File: src/rtl/modulo_controlador_rolhas.sv
`default_nettype none
// ============================================================================
// modulo_controlador_rolhas : write-port controller for the cork-stock register
//   (start load, per-bottle decrement, timed saturating refill, empty alarm)
// Revision: 1.0
// ============================================================================
module modulo_controlador_rolhas #(
  parameter int WIDTH         = 7,
  parameter int INIT_ROLHAS   = 20,
  parameter int MAX_ROLHAS    = 99,
  parameter int LIMIAR        = 5,
  parameter int LOTE          = 15,
  parameter int REFILL_CYCLES = 4
) (
  input  logic             clk,
  input  logic             clr,
  input  logic             start,
  input  logic             stop,
  input  logic             cap_req,
  input  logic             refill_ok,
  input  logic [WIDTH-1:0] reg_q,
  output logic [WIDTH-1:0] reg_d,
  output logic             reg_enable,
  output logic             cap_ack,
  output logic             refill_busy,
  output logic             alarm
);

  localparam logic [2:0] S_IDLE   = 3'd0;
  localparam logic [2:0] S_INIT   = 3'd1;
  localparam logic [2:0] S_READY  = 3'd2;
  localparam logic [2:0] S_CAP    = 3'd3;
  localparam logic [2:0] S_REFILL = 3'd4;
  localparam logic [2:0] S_LOAD   = 3'd5;
  localparam logic [2:0] S_ALARM  = 3'd6;

  localparam int CW = (REFILL_CYCLES > 1) ? $clog2(REFILL_CYCLES) : 1;
  localparam logic [CW-1:0]    CNT_LAST = CW'(REFILL_CYCLES - 1);
  localparam logic [WIDTH-1:0] INIT_W   = WIDTH'(INIT_ROLHAS);
  localparam logic [WIDTH-1:0] LIMIAR_W = WIDTH'(LIMIAR);
  localparam logic [WIDTH-1:0] MAX_W    = WIDTH'(MAX_ROLHAS);
  localparam logic [WIDTH:0]   LOTE_X   = (WIDTH+1)'(LOTE);
  localparam logic [WIDTH:0]   MAX_X    = (WIDTH+1)'(MAX_ROLHAS);

  logic [2:0]       state_q, state_d;
  logic [CW-1:0]    cnt_q, cnt_d;
  logic             req_armed_q, req_armed_d;
  logic [WIDTH-1:0] reg_d_q, reg_d_d;
  logic             reg_enable_q, reg_enable_d;
  logic             cap_ack_q, cap_ack_d;
  logic             refill_busy_q, refill_busy_d;
  logic             alarm_q, alarm_d;

  // One extra bit so the refill sum cannot wrap before saturation.
  logic [WIDTH:0]   refill_sum;
  logic [WIDTH-1:0] refill_val;

  assign refill_sum = {1'b0, reg_q} + LOTE_X;
  assign refill_val = (refill_sum > MAX_X) ? MAX_W : refill_sum[WIDTH-1:0];

  always_ff @(posedge clk or negedge clr) begin
    if (!clr) begin
      state_q       <= S_IDLE;
      cnt_q         <= '0;
      req_armed_q   <= 1'b1;
      reg_d_q       <= '0;
      reg_enable_q  <= 1'b0;
      cap_ack_q     <= 1'b0;
      refill_busy_q <= 1'b0;
      alarm_q       <= 1'b0;
    end else begin
      state_q       <= state_d;
      cnt_q         <= cnt_d;
      req_armed_q   <= req_armed_d;
      reg_d_q       <= reg_d_d;
      reg_enable_q  <= reg_enable_d;
      cap_ack_q     <= cap_ack_d;
      refill_busy_q <= refill_busy_d;
      alarm_q       <= alarm_d;
    end
  end

  always_comb begin
    state_d = state_q;
    case (state_q)
      S_IDLE:   if (start) state_d = S_INIT;
      S_INIT:   state_d = S_READY;
      S_READY: begin
        if (stop)                                         state_d = S_IDLE;
        else if ((reg_q < LIMIAR_W) && refill_ok)         state_d = S_REFILL;
        else if ((reg_q == '0) && !refill_ok)             state_d = S_ALARM;
        else if (cap_req && req_armed_q && (reg_q != '0)) state_d = S_CAP;
      end
      S_CAP:    state_d = S_READY;
      S_REFILL: if (cnt_q == CNT_LAST) state_d = S_LOAD;
      S_LOAD:   state_d = S_READY;
      S_ALARM: begin
        if (stop)           state_d = S_IDLE;
        else if (refill_ok) state_d = S_READY;
      end
      default:  state_d = S_IDLE;
    endcase
  end

  // Counter is zero everywhere except inside REFILL, so entry always starts at 0.
  always_comb begin
    cnt_d = (state_q == S_REFILL) ? cnt_q + 1'b1 : '0;
    if (!cap_req)              req_armed_d = 1'b1;
    else if (state_q == S_CAP) req_armed_d = 1'b0;
    else                       req_armed_d = req_armed_q;
  end

  // Outputs are registered from the upcoming state, so they are valid for the whole state.
  always_comb begin
    reg_d_d       = '0;
    reg_enable_d  = 1'b0;
    cap_ack_d     = 1'b0;
    refill_busy_d = 1'b0;
    alarm_d       = 1'b0;
    case (state_d)
      S_INIT: begin
        reg_enable_d = 1'b1;
        reg_d_d      = INIT_W;
      end
      S_CAP: begin
        reg_enable_d = 1'b1;
        reg_d_d      = reg_q - 1'b1;
        cap_ack_d    = 1'b1;
      end
      S_REFILL: refill_busy_d = 1'b1;
      S_LOAD: begin
        reg_enable_d = 1'b1;
        reg_d_d      = refill_val;
      end
      S_ALARM:  alarm_d = 1'b1;
      default: ;
    endcase
  end

  assign reg_d       = reg_d_q;
  assign reg_enable  = reg_enable_q;
  assign cap_ack     = cap_ack_q;
  assign refill_busy = refill_busy_q;
  assign alarm       = alarm_q;

endmodule
`default_nettype wire

File: config.mk
export PLATFORM = sky130hd
export DESIGN_NAME = modulo_controlador_rolhas
export DESIGN_NICKNAME = d
export VERILOG_FILES = /design/src/rtl/modulo_controlador_rolhas.sv
export SDC_FILE = /design/constraint.sdc
export NUM_CORES = 1
export LEC_CHECK = 0
export CAP_MARGIN = 30
export CORE_MARGIN = 2
export CORE_UTILIZATION = 44
export DETAILED_ROUTE_END_ITERATION = 16
export PLACE_DENSITY = 0.75
export SLEW_MARGIN = 10
export SYNTH_ARGS = -nofsm -noshare
export SYNTH_HDL_FRONTEND = slang
export SYNTH_SLANG_ARGS = --single-unit
File: constraint.sdc
create_clock -name clk -period 1.5 [get_ports clk]
set_input_delay 0.3 -clock clk [delete_from_list [all_inputs] [get_ports clk]]
set_output_delay 0.3 -clock clk [all_outputs]
set_load 0.05 [all_outputs]
==> run_summary.xml <==
<?xml version="1.0" encoding="UTF-8"?>
<metrics>
  <group name="status">
    <metric name="run_status" unit="">completed</metric>
  </group>
  <group name="min_path">
    <metric name="worst_hold_path_type" unit="">in2async</metric>
  </group>
  <group name="sta">
    <metric name="rsz0062_at_grt" unit="">yes</metric>
    <metric name="layout_min_cycle_time" unit="ns">1.47</metric>
    <metric name="finalHoldViolations" unit="">0</metric>
    <metric name="max_slew.worst_pin.slew" unit="ns">0.336</metric>
    <metric name="max-slew-margin-rel" unit="%">77.5</metric>
    <metric name="skew" unit="ns">0.00609</metric>
    <metric name="min_period_over_period" unit="%">98.1</metric>
    <metric name="setup_violations" unit="">0</metric>
    <metric name="finalMaxSlewViolations" unit="">0</metric>
    <metric name="fin_tns_setup" unit="ns">0</metric>
    <metric name="achievable-frequency" unit="GHz">0.680</metric>
  </group>
  <group name="yosys">
    <metric name="ys_warn_count" unit="">0</metric>
    <metric name="area_fraction_of_the_dominant_cell_type_after_synthesis" unit="%">38.9</metric>
    <metric name="synth_area_per_cell" unit="µm²">9.71</metric>
    <metric name="synth_seq_cells" unit="">17</metric>
    <metric name="synthesis.nets" unit="">122</metric>
    <metric name="synth.lib_cells_used.distinct" unit="">39</metric>
    <metric name="syn-instance-count" unit="">106</metric>
    <metric name="post_synthesis_instance_area" unit="µm²">1030</metric>
    <metric name="synth_top_cells_by_area" unit="">sky130_fd_sc_hd__dfrtp_1, sky130_fd_sc_hd__buf_6, sky130_fd_sc_hd__ha_1</metric>
    <metric name="sequential_fraction_of_the_synthesis_area" unit="%">41.4</metric>
    <metric name="synth_top_area_cell" unit="">sky130_fd_sc_hd__dfrtp_1</metric>
  </group>
  <group name="floorplanning">
    <metric name="floorplan_die_height" unit="µm">52.4</metric>
    <metric name="fp-row-count" unit="">17</metric>
    <metric name="design.portCount" unit="">24</metric>
    <metric name="core_area" unit="µm²">2210</metric>
    <metric name="floorplan.die_area" unit="µm²">2740</metric>
    <metric name="floorplan.initialDensity" unit="%">46.5</metric>
    <metric name="die_x" unit="µm">52.4</metric>
  </group>
  <group name="worst_setup_path">
    <metric name="timing.critical_path.slowest_cell_delay" unit="ns">0.56</metric>
    <metric name="cells_traversed_along_the_worst_timing_path" unit="">buf_2 &gt; or4_4 &gt; nor3_4 &gt; o21ai_2 &gt; a31o_1 &gt; o211ai_1</metric>
    <metric name="worst-r2r-setup-slack" unit="ns">0.03</metric>
    <metric name="worst-setup-path-type" unit="">in2reg</metric>
    <metric name="reg2reg_path_depth" unit="">6</metric>
    <metric name="end_of_the_worst_register_to_register_path" unit="">reg_d[4]</metric>
    <metric name="crit_required" unit="ns">1.69</metric>
    <metric name="crit_path_slowest_cell" unit="">sky130_fd_sc_hd__or4_4</metric>
    <metric name="worstPathArrival" unit="ns">1.67</metric>
    <metric name="cp-start-kind" unit="">input port</metric>
    <metric name="reg2reg_from" unit="">state_q[0]</metric>
    <metric name="critPathMaxFanout" unit="">4</metric>
    <metric name="element_type_at_the_critical_path_end" unit="">flop</metric>
  </group>
  <group name="job">
    <metric name="drv_cap" unit="">0</metric>
  </group>
  <group name="finish">
    <metric name="nNetsFinal" unit="">175</metric>
    <metric name="area.growth.synth_to_final" unit="%">67.1</metric>
    <metric name="final_layout_size_suffix_gt1_share" unit="%">51.9</metric>
    <metric name="sequential_cell_area" unit="µm²">428</metric>
    <metric name="fillerInstances" unit="">142</metric>
    <metric name="total_area_of_multi_input_combinational_cells" unit="µm²">637</metric>
    <metric name="final_core_util" unit="%">77.8</metric>
    <metric name="insertedDiodeCount" unit="">0</metric>
  </group>
  <group name="route">
    <metric name="vias" unit="">1009</metric>
    <metric name="drt_wl_total" unit="µm">2790</metric>
    <metric name="via_per_inst" unit="">5.42</metric>
    <metric name="routedWlPerCell" unit="µm">15.0</metric>
    <metric name="drtAntennaViolNets" unit="">0</metric>
    <metric name="number_of_optimization_iterations_in_the_first_detailed_route_pass" unit="">4</metric>
    <metric name="drc_errors" unit="">0</metric>
    <metric name="iteration_0_drc_markers" unit="">16</metric>
  </group>
  <group name="clock_tree">
    <metric name="cts.clk_slew.worst_paths" unit="ns">0.09</metric>
    <metric name="cts.sink_count" unit="">17</metric>
    <metric name="clockBufferDepth" unit="">2</metric>
    <metric name="cts_hold_buffers" unit="">0</metric>
    <metric name="clock_insertion_delay_worst_skew" unit="ns">0.28</metric>
    <metric name="cts_tree" unit="">yes</metric>
    <metric name="cts_max_level" unit="">1</metric>
    <metric name="buffer_type_at_the_clock_tree_root" unit="">sky130_fd_sc_hd__clkbuf_4</metric>
    <metric name="cts-buffers-inserted" unit="">3</metric>
  </group>
  <group name="power">
    <metric name="p_leak" unit="µW">0.000777</metric>
    <metric name="power_per_cell_area" unit="nW/µm²">1070</metric>
    <metric name="max-vdd-ir-drop" unit="V">0.000759</metric>
  </group>
  <group name="grt">
    <metric name="grt.total_usage" unit="%">22.4</metric>
    <metric name="via_count_of_the_first_global_routing_pass" unit="">1048</metric>
    <metric name="grt_max_degree" unit="">12</metric>
    <metric name="antenna_found_initial" unit="">0</metric>
    <metric name="globalRoute.totalOverflow" unit="">0</metric>
    <metric name="grt_first_pass_wirelength" unit="µm">4470</metric>
  </group>
  <group name="placed_design">
    <metric name="detailed_place_hpwl" unit="µm">2020</metric>
    <metric name="portBuffers" unit="">23</metric>
    <metric name="finalWeightedCongestion" unit="">0.828</metric>
  </group>
</metrics>
## what timing repair did
action,CTS,global route
pin swaps,12,16
resized for setup,30,19
setup endpoints to repair,13,9
buffers inserted,2,2
## how the worst max path moves through the flow
stage	depth (start not counted)	slack, ns	from	endpoint
after CTS	7	0.002	stop	reg_d[5]
after floorplan	6	-0.01	reg_q[2]	reg_d[5]
after global placement	5	-0.54	reg_q[0]	reg_d[5]
after detailed placement	6	-0.63	reg_q[0]	reg_d[4]
final	6	0.03	reg_q[1]	reg_d[5]
after global routing	6	-0.04	state_q[0]	reg_d[4]
## cells in the final DEF, fill, tap and decap left out, drive strengths merged, types with 3 or more instances in the layout
cell type / n
buf: 43
clkdlybuf4s50: 4
and3: 6
inv: 7
ha: 3
o21ai: 11
clkbuf: 6
nand3: 5
nand2: 9
nor2: 11
xnor2: 4
nor3: 6
dfrtp: 16
## flip-flops by register name, summed over array words and instances (netlist names)
| name | cells |
|---|---|
| cnt_q | 2 |
| refill_busy | 1 |
| reg_d | 7 |
| alarm | 1 |
| req_armed_q | 1 |
| reg_enable | 1 |
| cap_ack | 1 |
| state_q | 3 |
## cells by family (layout without fill, tap and decap cells)
family                     Yosys count  count (layout)  synth area share (%)
and+or+nand+nor                     46              46                  27.6
muxes                                1               1                 0.972
buffers and inverters               12              64                  7.41
DFF                                 17              17                  41.4
adders and majority gates            3               3                  3.65
AOI/OAI and AO/OA                   22              22                  14.7
xor gates and xnor gates             5               5                  4.25
## report_power, final
| part | total [µW] | internal (µW) | switching [µW] | leakage (µW) |
|---|---|---|---|---|
| sequential | 645 | 547 | 97.6 | 0.000226 |
| combinational | 965 | 483 | 483 | 0.000537 |
| clock | 228 | 103 | 125 | 0.0000150 |
| total | 1840 | 1130 | 705 | 0.000777 |
## metal layers
metal	track usage [%]	vias to the layer above	share of wire (%)
met5	0	-	0
met4	11.1	0	3.9
met3	2.86	10	4.8
met2	41.7	43	53
met1	24.5	478	39
li1	-	478	-
## area by class of cell
cell class | count | share of cell area, %
tap | 28 | 2.04
sequential | 17 | 24.9
timing repair buffer | 53 | 33.0
multi-input combinational | 77 | 37.0
clock buffer | 4 | 1.53
inverter | 7 | 1.53
## stage by stage
step | setup WS [ns] | hold WS, ns | power (µW) | cells | instance area [µm²]
2_1_floorplan | -0.0134 | 0.00441 | 1050 | 106 | 1060
3_3_place_gp | -0.536 | 0.428 | 1480 | 178 | 1570
3_5_place_dp | -0.625 | 0.448 | 1520 | 178 | 1570
4_1_cts | 0.00217 | 0.280 | 1780 | 184 | 1660
5_1_grt | -0.0351 | 0.279 | 1940 | 186 | 1720
6_report | 0.0290 | 0.275 | 1840 | 186 | 1720
## Yosys cell counts
library cell / count
sky130_fd_sc_hd__nor4_1: 1
sky130_fd_sc_hd__or4_4: 1
sky130_fd_sc_hd__xor2_1: 1
sky130_fd_sc_hd__dfrtp_1: 16
sky130_fd_sc_hd__buf_2: 1
sky130_fd_sc_hd__a211oi_2: 1
sky130_fd_sc_hd__nor3_4: 1
sky130_fd_sc_hd__xnor2_1: 4
sky130_fd_sc_hd__a221o_1: 1
sky130_fd_sc_hd__ha_1: 3
sky130_fd_sc_hd__inv_1: 6
sky130_fd_sc_hd__nor2_2: 2
sky130_fd_sc_hd__a21oi_1: 2
sky130_fd_sc_hd__nand3b_1: 1
sky130_fd_sc_hd__and3_1: 4
sky130_fd_sc_hd__o2bb2ai_1: 1
sky130_fd_sc_hd__o21bai_1: 1
sky130_fd_sc_hd__o311ai_1: 1
sky130_fd_sc_hd__o21ai_1: 5
sky130_fd_sc_hd__nand3_1: 5
sky130_fd_sc_hd__mux2i_1: 1
sky130_fd_sc_hd__dfstp_2: 1
sky130_fd_sc_hd__nor2_1: 9
sky130_fd_sc_hd__nor3b_1: 1
sky130_fd_sc_hd__o211ai_1: 1
sky130_fd_sc_hd__nor3_2: 1
sky130_fd_sc_hd__and3_2: 2
sky130_fd_sc_hd__nor3b_2: 1
sky130_fd_sc_hd__nor3_1: 4
sky130_fd_sc_hd__buf_6: 4
sky130_fd_sc_hd__nor4_4: 1
sky130_fd_sc_hd__a31o_1: 1
sky130_fd_sc_hd__nor2b_1: 2
sky130_fd_sc_hd__a31oi_1: 1
sky130_fd_sc_hd__and4b_4: 1
sky130_fd_sc_hd__nand2_1: 9
sky130_fd_sc_hd__o21ai_0: 6
sky130_fd_sc_hd__o32ai_2: 1
sky130_fd_sc_hd__inv_2: 1
## critical path, delay by kind of cell
kind                   cells  cell delay, ns
and+or+nand+nor            2            0.83
AOI/OAI and AO/OA          3            0.40
buffers and inverters      1            0.13
Note: power is estimated with default switching activity, not from simulation.
